File: config.mk
export PLATFORM = sky130hd
export DESIGN_NAME = addr_stack_array
export DESIGN_NICKNAME = d
export VERILOG_FILES = /design/src/rtl/addr_stack_pkg.sv /design/src/rtl/addr_stack_array_nibble_incr.sv /design/src/rtl/addr_stack_array.sv
export SDC_FILE = /design/constraint.sdc
export NUM_CORES = 1
export LEC_CHECK = 0
export BUFFER_PORTS_ARGS = -buffer_cell sky130_fd_sc_hd__buf_2
export CAP_MARGIN = 30
export CORE_ASPECT_RATIO = 2
export CORE_MARGIN = 2
export CORE_UTILIZATION = 55
export CTS_BUF_LIST = sky130_fd_sc_hd__clkbuf_4 sky130_fd_sc_hd__clkbuf_8
export DETAILED_ROUTE_END_ITERATION = 16
export PLACE_DENSITY = 0.74
export SKIP_CTS_REPAIR_TIMING = 1
export SLEW_MARGIN = 20
export SYNTH_ARGS = -nofsm -noshare
export SYNTH_HDL_FRONTEND = slang
export SYNTH_SLANG_ARGS = --single-unit
File: constraint.sdc
create_clock -name sysclk -period 3.5 [get_ports sysclk]
set_input_delay 0.175 -clock sysclk [delete_from_list [all_inputs] [get_ports sysclk]]
set_output_delay 0.175 -clock sysclk [all_outputs]
set_load 0.01 [all_outputs]
File: src/rtl/addr_stack_pkg.sv
// Shared constants for the nibble-serial address stack: command opcodes,
// FSM state encoding and bus width.
package addr_stack_pkg;

  localparam int NIBBLE_W = 4;

  localparam logic [2:0] CMD_NOP  = 3'd0;
  localparam logic [2:0] CMD_INC  = 3'd1;
  localparam logic [2:0] CMD_LOAD = 3'd2;
  localparam logic [2:0] CMD_CALL = 3'd3;
  localparam logic [2:0] CMD_RET  = 3'd4;
  localparam logic [2:0] CMD_READ = 3'd5;

  typedef enum logic [1:0] {
    ST_IDLE,
    ST_WR,
    ST_INC,
    ST_RD
  } state_t;

endpackage

File: src/rtl/addr_stack_array_nibble_incr.sv
// Combinational 4-bit incrementer slice: nibble plus carry-in gives sum and
// carry-out. Shared by every step of the serial INC operation.
module nibble_incr
  import addr_stack_pkg::*;
(
  input  logic [NIBBLE_W-1:0] a,
  input  logic                cin,
  output logic [NIBBLE_W-1:0] sum,
  output logic                cout
);

  assign {cout, sum} = {1'b0, a} + {{NIBBLE_W{1'b0}}, cin};

endmodule

File: src/rtl/addr_stack_array.sv
// Parametrised 4004-style PC/stack array with nibble-serial load, increment
// and read. Optional ADDR_STACK_GUARD_EN adds sticky overflow/underflow flags.
module addr_stack_array
  import addr_stack_pkg::*;
#(
  parameter int NIBBLES = 3,
  parameter int DEPTH   = 4
) (
  input  logic                          sysclk,
  input  logic                          poc_n,
  input  logic                          cmd_valid,
  input  logic [2:0]                    cmd,
  output logic                          cmd_ready,
  input  logic [NIBBLE_W-1:0]           din,
  output logic [NIBBLE_W-1:0]           dout,
  output logic                          dout_valid,
  output logic [$clog2(DEPTH)-1:0]      level,
  output logic [NIBBLE_W*NIBBLES-1:0]   pc,
  output logic                          ovf,
  output logic                          udf
);

  localparam int AW = NIBBLE_W * NIBBLES;
  localparam int LW = $clog2(DEPTH);
  localparam logic [2:0]    NC_LAST = 3'(NIBBLES - 1);
  localparam logic [LW-1:0] LVL_TOP = LW'(DEPTH - 1);

  state_t state, state_nx;
  logic [AW-1:0]       rows [DEPTH];
  logic [2:0]          nc;
  logic                carry;
  logic                accept;
  logic                nc_last;
  logic [NIBBLE_W-1:0] cur_nib;
  logic [NIBBLE_W-1:0] inc_sum;
  logic                inc_cout;

  assign cmd_ready = (state == ST_IDLE);
  assign accept    = cmd_valid && cmd_ready;
  assign nc_last   = (nc == NC_LAST);
  assign pc        = rows[level];
  assign cur_nib   = pc[nc*NIBBLE_W +: NIBBLE_W];

  nibble_incr u_incr (
    .a    (cur_nib),
    .cin  (carry),
    .sum  (inc_sum),
    .cout (inc_cout)
  );

  always_ff @(posedge sysclk or negedge poc_n) begin
    if (!poc_n) state <= ST_IDLE;
    else        state <= state_nx;
  end

  always_comb begin
    state_nx = state;
    case (state)
      ST_IDLE: begin
        if (accept) begin
          case (cmd)
            CMD_INC:            state_nx = ST_INC;
            CMD_LOAD, CMD_CALL: state_nx = ST_WR;
            CMD_READ:           state_nx = ST_RD;
            default:            state_nx = ST_IDLE;
          endcase
        end
      end
      ST_WR, ST_INC, ST_RD: if (nc_last) state_nx = ST_IDLE;
      default: state_nx = ST_IDLE;
    endcase
  end

  // dout is loaded at accept so the first nibble is valid the cycle after;
  // each RD step then prefetches the next nibble.
  always_ff @(posedge sysclk or negedge poc_n) begin
    if (!poc_n) begin
      for (int unsigned i = 0; i < DEPTH; i++) rows[i] <= '0;
      level      <= '0;
      nc         <= '0;
      carry      <= 1'b0;
      dout       <= '0;
      dout_valid <= 1'b0;
    end else begin
      case (state)
        ST_IDLE: begin
          nc <= '0;
          if (accept) begin
            case (cmd)
              CMD_INC:  carry <= 1'b1;
              CMD_CALL: level <= level + LW'(1);
              CMD_RET:  level <= level - LW'(1);
              CMD_READ: begin
                dout       <= pc[NIBBLE_W-1:0];
                dout_valid <= 1'b1;
              end
              default: ;
            endcase
          end
        end
        ST_WR: begin
          rows[level][nc*NIBBLE_W +: NIBBLE_W] <= din;
          nc <= nc_last ? '0 : nc + 3'd1;
        end
        ST_INC: begin
          rows[level][nc*NIBBLE_W +: NIBBLE_W] <= inc_sum;
          carry <= inc_cout;
          nc    <= nc_last ? '0 : nc + 3'd1;
        end
        ST_RD: begin
          if (nc_last) dout_valid <= 1'b0;
          else         dout <= pc[(nc + 3'd1)*NIBBLE_W +: NIBBLE_W];
          nc <= nc_last ? '0 : nc + 3'd1;
        end
        default: nc <= '0;
      endcase
    end
  end

`ifdef ADDR_STACK_GUARD_EN
  localparam int DW = $clog2(DEPTH + 1);

  logic [DW-1:0] depth_cnt;
  logic          ovf_q;
  logic          udf_q;

  // depth_cnt saturating at DEPTH marks a push that would bury the oldest row
  always_ff @(posedge sysclk or negedge poc_n) begin
    if (!poc_n) begin
      depth_cnt <= '0;
      ovf_q     <= 1'b0;
      udf_q     <= 1'b0;
    end else if (accept) begin
      if (cmd == CMD_CALL) begin
        if (level == LVL_TOP || depth_cnt == DW'(DEPTH)) ovf_q <= 1'b1;
        if (depth_cnt != DW'(DEPTH)) depth_cnt <= depth_cnt + DW'(1);
      end else if (cmd == CMD_RET) begin
        if (level == '0) udf_q <= 1'b1;
        if (depth_cnt != '0) depth_cnt <= depth_cnt - DW'(1);
      end
    end
  end

  assign ovf = ovf_q;
  assign udf = udf_q;
`else
  assign ovf = 1'b0;
  assign udf = 1'b0;
`endif

endmodule

==> results.md <==
| Quantity | This run |
|---|---|
| Signed area change from the synthesized netlist to the final layout | 12.7% |
| Crit path setup slack, layout | 0.410 ns |
| Count of clock tree sinks | 61 |
| Vias post-DR | 2446 |
| Critical-path maximum fanout | 8 |
| Library cell with the largest summed area after synthesis | sky130_fd_sc_hd__dfrtp_1 |
| Sequential-to-total area share from yosys stat | 0.475 |
| GR Layer Usage met1 | 0.286 |
| Period Utilization, post-route | 0.883 |
| Final-report hold violation count | 0 |
| Slew at the pin closest to its max-slew limit | 0.688 ns |
| Routed len/inst | 19.4 um |
| Number of synthesis warnings | 0 |
| Lkg Pwr | 1.62 nW |
| Status | finished, final reports clean |
| Post-synth EDFFs | 0 |
| Drt drc | 0 |
| Total placed instance area | 3420 um^2 |
| Startpoint-to-endpoint class of the critical path | flop to flop |
| Global placement routability congestion | 0.826 |
| Worst EP required | 3.74 ns |
| Register bit total from synthesis | 61 |
| Leading register cell type out of synthesis | sky130_fd_sc_hd__dfrtp_1 |
| Worst-skew pair later-pin latency | 0.35 ns |
| Layout Utilization | 0.640 |
| Library cell used as clock root buffer | sky130_fd_sc_hd__clkbuf_8 |
| Syn_area_per_cell | 10.4 um^2 |
| Cells after DPL | 393 |
| Clock transition at the registers of the reported paths | 0.07 ns |
| Reg-to-reg setup timing slack | 0.41 ns |
| Pwr Density | 881 nW/um^2 |
| Post-synthesis cell area | 3210 um^2 |
| Crit end category | flop |
| Final Max Slew Viols | 0 |
| Die Footprint | 6510 um^2 |
| Worst setup slack after placement | 0.433 ns |
| Clock group share of total power | 0.190 |
| Proportion of power drawn by combinational gates | 0.453 |
| Vias in the first global route | 2522 |
| Area share of the leading cell type in the synthesized netlist | 0.475 |
| Startpoint of the worst register-to-register path | level[0] |
| Via density | 5.97 |
| Die Y | 112 um |
| CTS max path bufs | 2 |
| Global-route usage over all layers | 0.268 |
| Leading post-synthesis cells by cell area | sky130_fd_sc_hd__dfrtp_1 (47%), sky130_fd_sc_hd__mux4_2 (8.4%), sky130_fd_sc_hd__nand2_1 (5.7%) |
| Placement row count | 39 |
| Worst IR drop on VDD | 0.589 mV |
| Timing-limited maximum frequency | 324 MHz |
| Total half-perimeter wirelength after legalization and detailed placement | 6.10 mm |
| Global routing met2 resource utilization | 0.475 |
| Relative contribution of sequential cells to total power | 0.357 |
| Total congestion overflow after global routing | 0 |
| Total Routed Length | 7.94 mm |
| Number of H-tree levels | 3 |
| Count of cell types in the netlist | 47 |
| Element type at the critical path start | flop |
| Number of instances in the synthesized netlist | 309 |
| Asr flop ratio synth | 1.00 |
| Minimum period implied by the final worst setup slack | 3.09 ns |
| Remaining antenna violation count | 0 |
| Clock buffer count from CTS | 9 |
| Number of iterations in the first detailed-routing pass | 4 |
| First-pass GRT wire length | 12.8 mm |
| Worst hold stages | 3 |
| Net Switching | 1.30 mW |
| Overall die width | 58.1 um |
| Switching part of the total | 0.407 |
| Fraction of met3 tracks used by global routing | 0.0588 |
| Endpoint, Worst Hold | state[0] |
| Area of all placed cells without fillers | 3620 um^2 |
| Number of buffers inserted by port buffering | 29 |
| CTS tree | yes |
| Slew headroom | 0.538 |
| Area of the core | 5660 um^2 |
| Total of endpoints with negative setup slack in the final report | 0 |
| Effective utilization at floorplan | 0.568 |
| Logic depth of the worst register-to-register path | 10 |
| Terminus of the critical flop-to-flop path | rows[38] |
| I/O pin count | 32 |
| Initial antenna violation count | 0 |
| Antenna diode count | 0 |
| Kind of path behind the tightest hold check | primary input to flop |
| Setup TNS Final | 0 ns |
| Worst min-delay path startpoint | cmd_valid |
| Share of post-route cells with drive strength above 1 | 0.238 |
| Arrival time of the worst setup path | 3.33 ns |
| Drt initial violations | 129 |
| Number of nets in the layout | 363 |
| Tightest hold margin | 0.128 ns |
| Non-Filler Instances | 410 |
| Max-capacitance violation count | 0 |
| Post-layout power | 3.19 mW |
| Maximum number of pins on one net before global-route repair | 37 |
| RSZ-0062 raised after global routing | no |
| Clock skew | 0.00919 ns |
| Internal power | 1.89 mW |
| Layer with the highest usage | met2 |
==> cells in the final DEF, fill, tap and decap left out, types with 4 or more instances in the layout <==
cell and n:
sky130_fd_sc_hd__nor2_1 22, sky130_fd_sc_hd__dfrtp_1 61, sky130_fd_sc_hd__o31ai_1 13, sky130_fd_sc_hd__buf_2 29, sky130_fd_sc_hd__mux4_2 12, sky130_fd_sc_hd__mux2i_1 7, sky130_fd_sc_hd__o21ai_1 9, sky130_fd_sc_hd__clkbuf_8 9
sky130_fd_sc_hd__o21a_1 4, sky130_fd_sc_hd__o22ai_1 4, sky130_fd_sc_hd__o221ai_1 4, sky130_fd_sc_hd__a21oi_1 12, sky130_fd_sc_hd__nand2_1 49, sky130_fd_sc_hd__inv_1 13, sky130_fd_sc_hd__ha_1 9, sky130_fd_sc_hd__mux2_2 8
sky130_fd_sc_hd__o21ai_0 12, sky130_fd_sc_hd__nand2b_1 4, sky130_fd_sc_hd__clkinv_2 4, sky130_fd_sc_hd__nor2b_1 5, sky130_fd_sc_hd__nand3_1 10, sky130_fd_sc_hd__buf_4 9
==> worst max-delay path by stage <==
stage | slack, ns | from | endpoint | cells past startpoint
2_1_floorplan | 0.51 | level[0] | rows[14] | 13
4_1_cts | 0.41 | level[0] | rows[38] | 10
5_1_grt | 0.22 | level[0] | rows[14] | 10
6_report | 0.41 | level[0] | rows[38] | 10
3_3_place_gp | 0.49 | level[0] | rows[46] | 10
3_5_place_dp | 0.43 | level[0] | rows[38] | 10
==> layout make-up <==
class,count,area (um^2)
fillers,467,2040
repair buffers,39,223
well taps,61,76.3
flip-flops and latches,61,1530
inverters,15,56.3
multi-input cells,218,1550
clock buffers,9,124
clock inverters,7,66.3
==> per-layer routing <==
layer / wire length, um / vias up
met5: 0 / -
met4: 364 / 0
met3: 311 / 25
met2: 4360 / 72
met1: 2900 / 1181
li1: - / 1168
==> registers in the layout, summed over array words and instances, names as in the netlist <==
name	flops
state	2
level	2
dout	4
rows	48
dout_valid	1
carry	1
nc	3
==> cells in the mapped netlist, types with 2 or more instances <==
cell type,count
sky130_fd_sc_hd__mux4_2,12
sky130_fd_sc_hd__nand2b_1,4
sky130_fd_sc_hd__nor3b_1,3
sky130_fd_sc_hd__a32oi_1,2
sky130_fd_sc_hd__nor3_1,2
sky130_fd_sc_hd__o22ai_1,4
sky130_fd_sc_hd__ha_1,9
sky130_fd_sc_hd__buf_2,5
sky130_fd_sc_hd__dfrtp_1,61
sky130_fd_sc_hd__inv_1,13
sky130_fd_sc_hd__a31oi_1,2
sky130_fd_sc_hd__o221ai_1,4
sky130_fd_sc_hd__o31ai_1,13
sky130_fd_sc_hd__nor2_1,22
sky130_fd_sc_hd__o21a_1,4
sky130_fd_sc_hd__clkbuf_1,7
sky130_fd_sc_hd__xor2_1,2
sky130_fd_sc_hd__and3_1,2
sky130_fd_sc_hd__and2_1,3
sky130_fd_sc_hd__a21oi_1,12
sky130_fd_sc_hd__o21ai_1,9
sky130_fd_sc_hd__mux2i_1,7
sky130_fd_sc_hd__o21ai_0,12
sky130_fd_sc_hd__nand3_1,10
sky130_fd_sc_hd__nor2b_1,5
sky130_fd_sc_hd__inv_2,2
sky130_fd_sc_hd__buf_4,3
sky130_fd_sc_hd__nand2_1,49
sky130_fd_sc_hd__mux2_2,8
==> power groups by stage <==
| stage | logic (mW) | clock network [mW] | registers (mW) |
|---|---|---|---|
| global route | 1.58 | 0.652 | 1.17 |
| floorplan | 1.05 | 0 | 1.06 |
| finish | 1.45 | 0.607 | 1.14 |
| detailed placement | 1.44 | 0 | 1.15 |
| CTS | 1.45 | 0.618 | 1.14 |
| global placement | 1.40 | 0 | 1.14 |
==> worst max-delay path: stages (launching register included) <==
cell,delay (ns)
sky130_fd_sc_hd__dfrtp_1,0.52
sky130_fd_sc_hd__buf_4,0.24
sky130_fd_sc_hd__mux4_2,0.55
sky130_fd_sc_hd__a21oi_1,0.20
sky130_fd_sc_hd__nor2_1,0.07
sky130_fd_sc_hd__ha_1,0.23
sky130_fd_sc_hd__ha_1,0.22
sky130_fd_sc_hd__nand2b_1,0.16
sky130_fd_sc_hd__mux2i_2,0.37
sky130_fd_sc_hd__nor3b_2,0.13
sky130_fd_sc_hd__mux2_2,0.28
==> cell families (layout without fill, tap and decap cells) <==
kind of cell / count (synthesis) / in the layout / synth area share
simple gates: 107 / 107 / 0.154
compound gates: 69 / 69 / 0.140
flops: 61 / 61 / 0.475
buf+inv: 31 / 70 / 0.0440
mux: 29 / 29 / 0.145
fa+ha+maj: 9 / 9 / 0.0350
xor+xnor: 2 / 2 / 0.00545
other cells: 1 / 2 / 0.00117
Note: power is estimated with default switching activity, not from simulation.
